<file path="src/rtl/hadamard_fp_pkg.sv">
// ============================================================================
// hadamard_fp_pkg : shared sizing constants and rounding helper for the
//                   butterfly mantissa add / normalise path.
// Revision 1.0
// ============================================================================
`default_nettype none

package hadamard_fp_pkg;

   localparam int EXP_W_DEF  = 3;
   localparam int SIG_W_DEF  = 3;
   localparam int LOW_EXP_DEF = 2;

   // Lane width and hidden-bit position for the default configuration.
   localparam int W = SIG_W_DEF + 4 + LOW_EXP_DEF;
   localparam int H = SIG_W_DEF + LOW_EXP_DEF;

   function automatic int float_width(input int exp_w, input int sig_w);
      return 1 + exp_w + sig_w;
   endfunction

   function automatic logic rne_round(input logic keep_lsb, input logic guard,
                                      input logic sticky);
      return guard & (sticky | keep_lsb);
   endfunction

endpackage

`default_nettype wire

</file>
<file path="src/rtl/man_add_norm_2_lod.sv">
// ============================================================================
// lod_w : leading-one detector returning {zero, position of highest set bit}.
// Revision 1.0
// ============================================================================
`default_nettype none

module lod_w #(
   parameter int WIDTH = 8,
   parameter int PW    = (WIDTH > 1) ? $clog2(WIDTH) : 1
) (
   input  logic [WIDTH-1:0] value,
   output logic             zero,
   output logic [PW-1:0]    pos
);

   always_comb begin
      zero = ~|value;
      pos  = '0;
      for (int i = 0; i < WIDTH; i++) begin
         if (value[i]) pos = PW'(i);
      end
   end

endmodule

`default_nettype wire

</file>
<file path="src/rtl/man_add_norm_2.sv">
// ============================================================================
// man_add_norm_2 : 3-stage add/sub, normalise, RNE round and pack of two
//                  exponent-aligned mantissa lanes.
// Revision 1.0
// ============================================================================
`default_nettype none

module man_add_norm_2
   import hadamard_fp_pkg::*;
#(
   parameter int EXP_WIDTH  = EXP_W_DEF,
   parameter int SIG_WIDTH  = SIG_W_DEF,
   parameter int LOW_EXPAND = LOW_EXP_DEF
) (
   input  logic                                        clk,
   input  logic                                        rst,
   input  logic                                        valid_in,
   output logic                                        ready_in,
   input  logic [2*(SIG_WIDTH+4+LOW_EXPAND)-1:0]       man_off,
   input  logic [EXP_WIDTH-1:0]                        exp_max,
   input  logic                                        op,
   output logic                                        valid_out,
   input  logic                                        ready_out,
   output logic [float_width(EXP_WIDTH,SIG_WIDTH)-1:0] result
);

   localparam int LW      = SIG_WIDTH + 4 + LOW_EXPAND;
   localparam int MW      = LW - 1;
   localparam int HB      = SIG_WIDTH + LOW_EXPAND;
   localparam int PW      = (MW > 1) ? $clog2(MW) : 1;
   localparam int ES      = EXP_WIDTH + 2;
   localparam int EW      = 2 * MW;
   localparam int FRAC_HI = MW + HB - 1;
   localparam int RB      = MW + LOW_EXPAND - 1;
   localparam int MAX_E   = (1 << EXP_WIDTH) - 1;
   localparam int FW      = float_width(EXP_WIDTH, SIG_WIDTH);

   logic stall;
   assign stall    = valid_out & ~ready_out;
   assign ready_in = ~stall;

   // ---------------- S1: signed magnitude add/sub ----------------
   logic          w_sign0, w_sign1, w_sum_sign;
   logic [MW-1:0] w_mag0, w_mag1, w_sum;

   assign w_sign0 = man_off[LW-1];
   assign w_mag0  = man_off[MW-1:0];
   assign w_sign1 = man_off[2*LW-1] ^ op;
   assign w_mag1  = man_off[LW +: MW];

   always_comb begin
      w_sum      = w_mag0 + w_mag1;
      w_sum_sign = w_sign0;
      if (w_sign0 != w_sign1) begin
         if (w_mag0 >= w_mag1) begin
            w_sum = w_mag0 - w_mag1;
         end else begin
            w_sum      = w_mag1 - w_mag0;
            w_sum_sign = w_sign1;
         end
      end
   end

   logic                 s1_valid, s1_sign;
   logic [MW-1:0]        s1_sum;
   logic [EXP_WIDTH-1:0] s1_exp;

   always_ff @(posedge clk or posedge rst) begin
      if (rst) begin
         s1_valid <= 1'b0;
         s1_sign  <= 1'b0;
         s1_sum   <= '0;
         s1_exp   <= '0;
      end else if (!stall) begin
         s1_valid <= valid_in;
         s1_sign  <= w_sum_sign;
         s1_sum   <= w_sum;
         s1_exp   <= exp_max;
      end
   end

   // ---------------- S2: leading-one detect ----------------
   logic          w_zero;
   logic [PW-1:0] w_pos;

   lod_w #(.WIDTH(MW), .PW(PW)) u_lod (
      .value (s1_sum),
      .zero  (w_zero),
      .pos   (w_pos)
   );

   logic                 s2_valid, s2_sign, s2_zero;
   logic [MW-1:0]        s2_sum;
   logic [EXP_WIDTH-1:0] s2_exp;
   logic [PW-1:0]        s2_pos;

   always_ff @(posedge clk or posedge rst) begin
      if (rst) begin
         s2_valid <= 1'b0;
         s2_sign  <= 1'b0;
         s2_zero  <= 1'b1;
         s2_sum   <= '0;
         s2_exp   <= '0;
         s2_pos   <= '0;
      end else if (!stall) begin
         s2_valid <= s1_valid;
         s2_sign  <= s1_sign;
         s2_zero  <= w_zero;
         s2_sum   <= s1_sum;
         s2_exp   <= s1_exp;
         s2_pos   <= w_pos;
      end
   end

   // ---------------- S3: normalise, round, pack ----------------
   // The sum is placed above MW zero bits so right shifts keep every
   // discarded bit available for the sticky reduction.
   logic [ES-1:0]        w_e, w_e_r;
   logic [EW-1:0]        w_ext;
   logic                 w_rnd, w_carry;
   logic [SIG_WIDTH-1:0] w_frac, w_frac_r;
   logic [FW-1:0]        w_packed;
   logic                 w_unused;

   assign w_e = ES'(s2_exp) + ES'(s2_pos) - ES'(HB);

   always_comb begin
      w_ext = {s2_sum, {MW{1'b0}}};
      w_rnd = 1'b0;
      if (s2_pos >= PW'(HB)) begin
         w_ext = w_ext >> (s2_pos - PW'(HB));
         w_rnd = rne_round(w_ext[RB+1], w_ext[RB], |w_ext[RB-1:0]);
      end else begin
         w_ext = w_ext << (PW'(HB) - s2_pos);
      end
   end

   assign w_frac              = w_ext[FRAC_HI -: SIG_WIDTH];
   assign {w_carry, w_frac_r} = {1'b0, w_frac} + (SIG_WIDTH+1)'(w_rnd);
   assign w_e_r               = w_e + ES'(w_carry);
   assign w_unused            = &{1'b0, w_ext[EW-1:FRAC_HI+1]};

   always_comb begin
      if (s2_zero || w_e[ES-1] || (w_e == '0)) begin
         w_packed = '0;
      end else if (w_e_r > ES'(MAX_E)) begin
         w_packed = {s2_sign, {EXP_WIDTH{1'b1}}, {SIG_WIDTH{1'b1}}};
      end else begin
         w_packed = {s2_sign, w_e_r[EXP_WIDTH-1:0], w_frac_r};
      end
   end

   always_ff @(posedge clk or posedge rst) begin
      if (rst) begin
         valid_out <= 1'b0;
         result    <= '0;
      end else if (!stall) begin
         valid_out <= s2_valid;
         result    <= w_packed;
      end
   end

endmodule

`default_nettype wire

</file>
<file path="config.mk">
export PLATFORM = sky130hd
export DESIGN_NAME = man_add_norm_2
export DESIGN_NICKNAME = d
export VERILOG_FILES = /design/src/rtl/hadamard_fp_pkg.sv /design/src/rtl/man_add_norm_2_lod.sv /design/src/rtl/man_add_norm_2.sv
export SDC_FILE = /design/constraint.sdc
export NUM_CORES = 1
export LEC_CHECK = 0
export CORE_ASPECT_RATIO = 0.8
export CORE_UTILIZATION = 40
export DETAILED_ROUTE_END_ITERATION = 8
export DONT_BUFFER_PORTS = 1
export SLEW_MARGIN = 25
export SYNTH_ARGS = -nofsm -noshare
export SYNTH_HDL_FRONTEND = slang
export SYNTH_SLANG_ARGS = --single-unit
</file>
<file path="constraint.sdc">
create_clock -name clk -period 4.3 [get_ports clk]
set_input_delay 0.215 -clock clk [delete_from_list [all_inputs] [get_ports clk]]
set_output_delay 0.215 -clock clk [all_outputs]
set_load 0.01 [all_outputs]
</file>
==> results.ini <==
[floorplanning]
dieWidth_um = 101
rows = 28
die_h_um = 81.2
core_um2 = 7500
die-area_um2 = 8210
io_pins = 35
start_util_pct = 41.9

[sta]
final.setup_skew_ns = 0.00638
fin_crit_sh_pct = 89.1
worst_hold_slack_ns = 0.0322
setup_viol_count_final = 0
max_freq_ghz = 0.261
grt_setup_unrepaired = false
slew_headroom_pct = 52.8
tns_ns = 0
period_minus_slack_ns = 3.83
drv_slew = 0
tightest_slew_ns = 0.706
hold_viol = 0

[routing]
initialDrtViolationCount = 170
wl_per_cell_um = 13.9
firstDrtPassIters = 4
finalWirelength_um = 6590
drtAntennaViolNets = 0
drt-vias-per-instance = 5.30
drc = 0
vias = 2511

[clocking]
cts-root-buf = clkbuf_8
worstSkewPairLatency_ns = 0.29
cts_setup_buffers = 0
clock_sinks = 38
cts_made_buffers = 5
htree_levels = 2
cts.clk_slew.worst_paths_ns = 0.08
clk_path_buf_depth = 2
cts_resized = 0
cts_tree = built

[final_layout]
nets = 433
area_growth_pct = 7.45
fin_area_um2 = 3370
num_antenna_cells = 0
drive_gt1_share_pct = 6.78
layout_commonest_cell = nand2_1
n_fill_cell = 759
layout.cells.most_common_list = nand2_1, dfrtp_1, inv_1

[critical_path]
path_max_fanout = 12
rr_worst_depth = 17
crit_path_start_kind = flip-flop
r2r-end = result[2]$_DFFE_PP0N_
reg2reg_slack_ns = 0.47
critPathMaxStageDelay_ns = 0.58
crit_type = reg -> reg
cp.required_ns = 4.47
crit_chain = inv_1 -> ha_1 -> buf_4 -> mux2i_1 -> nand2_1 -> o21ai_0 -> o2111ai_1 -> nor4_1 -> nor4_1 -> ha_1 -> and3_1 -> ha_1 -> ha_1 -> xnor2_1 -> o31a_1 -> nor2_1 -> o21ai_0
crit_top_cell = ha_1
endpoint_kind = flip-flop
rr_startpoint = s2_pos[0]$_DFFE_PP0N_
slowest_stage = dfrtp_1
crit_arrival_ns = 4.01

[synth]
avgSynthCellArea_um2 = 8.48
ys_types = 53
synth_nets = 435
synth_area_leader_cell = dfrtp_1
synth-edff-count = 0
ys_seq_elements = 38
ys_warn_count = 0
syn_area_um2 = 3140
synth_top_area_share_pct = 29.5
postSynthCellCount = 370
synth_area_leaders = dfrtp_1, ha_1, nand2_1
synth-async-reset-ratio_pct = 100
synth_ff_type = dfrtp_1
yosysSeqAreaShare_pct = 30.3

[place]
place_area_um2 = 3250
dpl.hpwl_um = 5030
gpl.final_weighted_congestion = 0.876
port_buffers = 0

[global_routing]
grt-ovfl-total = 0
grt_use_total_pct = 17.2
grt_pass1_wl_um = 11100
antenna_found_initial = 0
grt_max_degree = 42
grt_pass1_vias = 2338

[worst_hold_path]
hp-start = exp_max[1]
hold_end = s1_exp[1]$_DFFE_PP0N_
hold_class = in -> reg
hold_depth = 2

[pwr]
leakage_nw = 1.61
ir_worst_vdd_mv = 0.364
p_total_mw = 2.14
power_density_nw_per_um2 = 635

[outcome]
outcome = finished, final reports clean

[run]
max_cap_violations = 0

==> layer usage <==
| metal | share of wire (%) | global-route usage (%) |
|---|---|---|
| met5 | 0 | 0 |
| met4 | 0.61 | 3.04 |
| met3 | 5.8 | 3.27 |
| met2 | 40 | 25.7 |
| met1 | 54 | 25.7 |
==> synth_stat cells (all sizes together) (2+ instances only) <==
cell type and n:
mux2 3, o311ai 2, nor4 4, nor2 21
nand4 5, nand3b 6, o31ai 3, a21o 5
xnor2 4, nor2b 3, clkbuf 12, xor2 5
mux4 2, nand2 61, nor3 3, a21oi 33
and2 2, dfrtp 37, inv 35, mux2i 13
buf 4, o21bai 2, a311oi 2, a211o 2
ha 34, o21ai 22, a211oi 8, fa 5
nand3 11, a31oi 2, a31o 2, a32o 2
==> worst max-delay path: cells and delay by family, from the launching register on <==
kind            cells  cell delay, ns
compound gates      4            0.75
xor+xnor            1            0.14
fa+ha+maj           4            1.00
buf+inv             2            0.31
flops               1            0.58
mux                 1            0.25
simple gates        5            0.70
==> per-stage QoR <==
step | util (%) | setup WS [ns] | cells
after floorplan | - | 0.249 | 370
after global placement | 43.3 | 0.639 | 465
after detailed placement | 43.3 | 0.506 | 465
after CTS | 45.0 | 0.491 | 474
after global routing | 45.0 | 0.0897 | 474
final | 45.0 | 0.468 | 474
==> area by class of cell <==
class | count | area, µm² | area share, %
multi-input cells | 280 | 1990 | 58.9
flip-flops and latches | 38 | 952 | 28.2
inverters | 36 | 135 | 4.01
well taps | 105 | 131 | 3.89
clock buffers | 5 | 68.8 | 2.04
repair buffers | 7 | 55.1 | 1.63
clock inverters | 3 | 45.0 | 1.34
==> repair_timing <==
action,CTS,global route
setup endpoints to repair,0,0
hold endpoints to repair,12,0
hold buffers,1,0
==> worst max path at each step <==
stage	slack, ns	cells past startpoint	startpoint	to
final	0.47	17	s2_pos[0]$_DFFE_PP0N_	result[2]$_DFFE_PP0N_
after global routing	0.09	17	s2_pos[0]$_DFFE_PP0N_	result[2]$_DFFE_PP0N_
after CTS	0.49	17	s2_pos[0]$_DFFE_PP0N_	result[2]$_DFFE_PP0N_
after detailed placement	0.51	17	s2_pos[0]$_DFFE_PP0N_	result[2]$_DFFE_PP0N_
after global placement	0.64	17	s2_pos[0]$_DFFE_PP0N_	result[2]$_DFFE_PP0N_
after floorplan	0.25	19	s2_pos[0]$_DFFE_PP0N_	result[2]$_DFFE_PP0N_
==> where the power goes <==
group | internal, mW | switching (mW)
clock | 0.173 | 0.132
combinational | 0.506 | 0.658
sequential | 0.504 | 0.168
==> registers in the layout (all words and copies together), names as in the netlist <==
register and cells:
result 7, s1_exp 3, s1_sign 1, s1_sum 8, s1_valid 1, s2_exp 3, s2_pos 3, s2_sign 1
s2_sum 8, s2_valid 1, s2_zero 1, valid_out 1
==> cells by family (layout without fill, tap and decap cells) <==
kind of cell	Yosys count	count (layout)	share of synthesized area, %
xor gates and xnor gates	9	9	2.75
DFF	38	38	30.3
and+or+nand+nor	121	121	17.5
AOI/OAI and AO/OA	93	93	19.5
muxes	18	18	6.78
adders and majority gates	39	39	16.7
buffers and inverters	52	51	6.50
No activity file was read; power rests on OpenSTA's default activity.
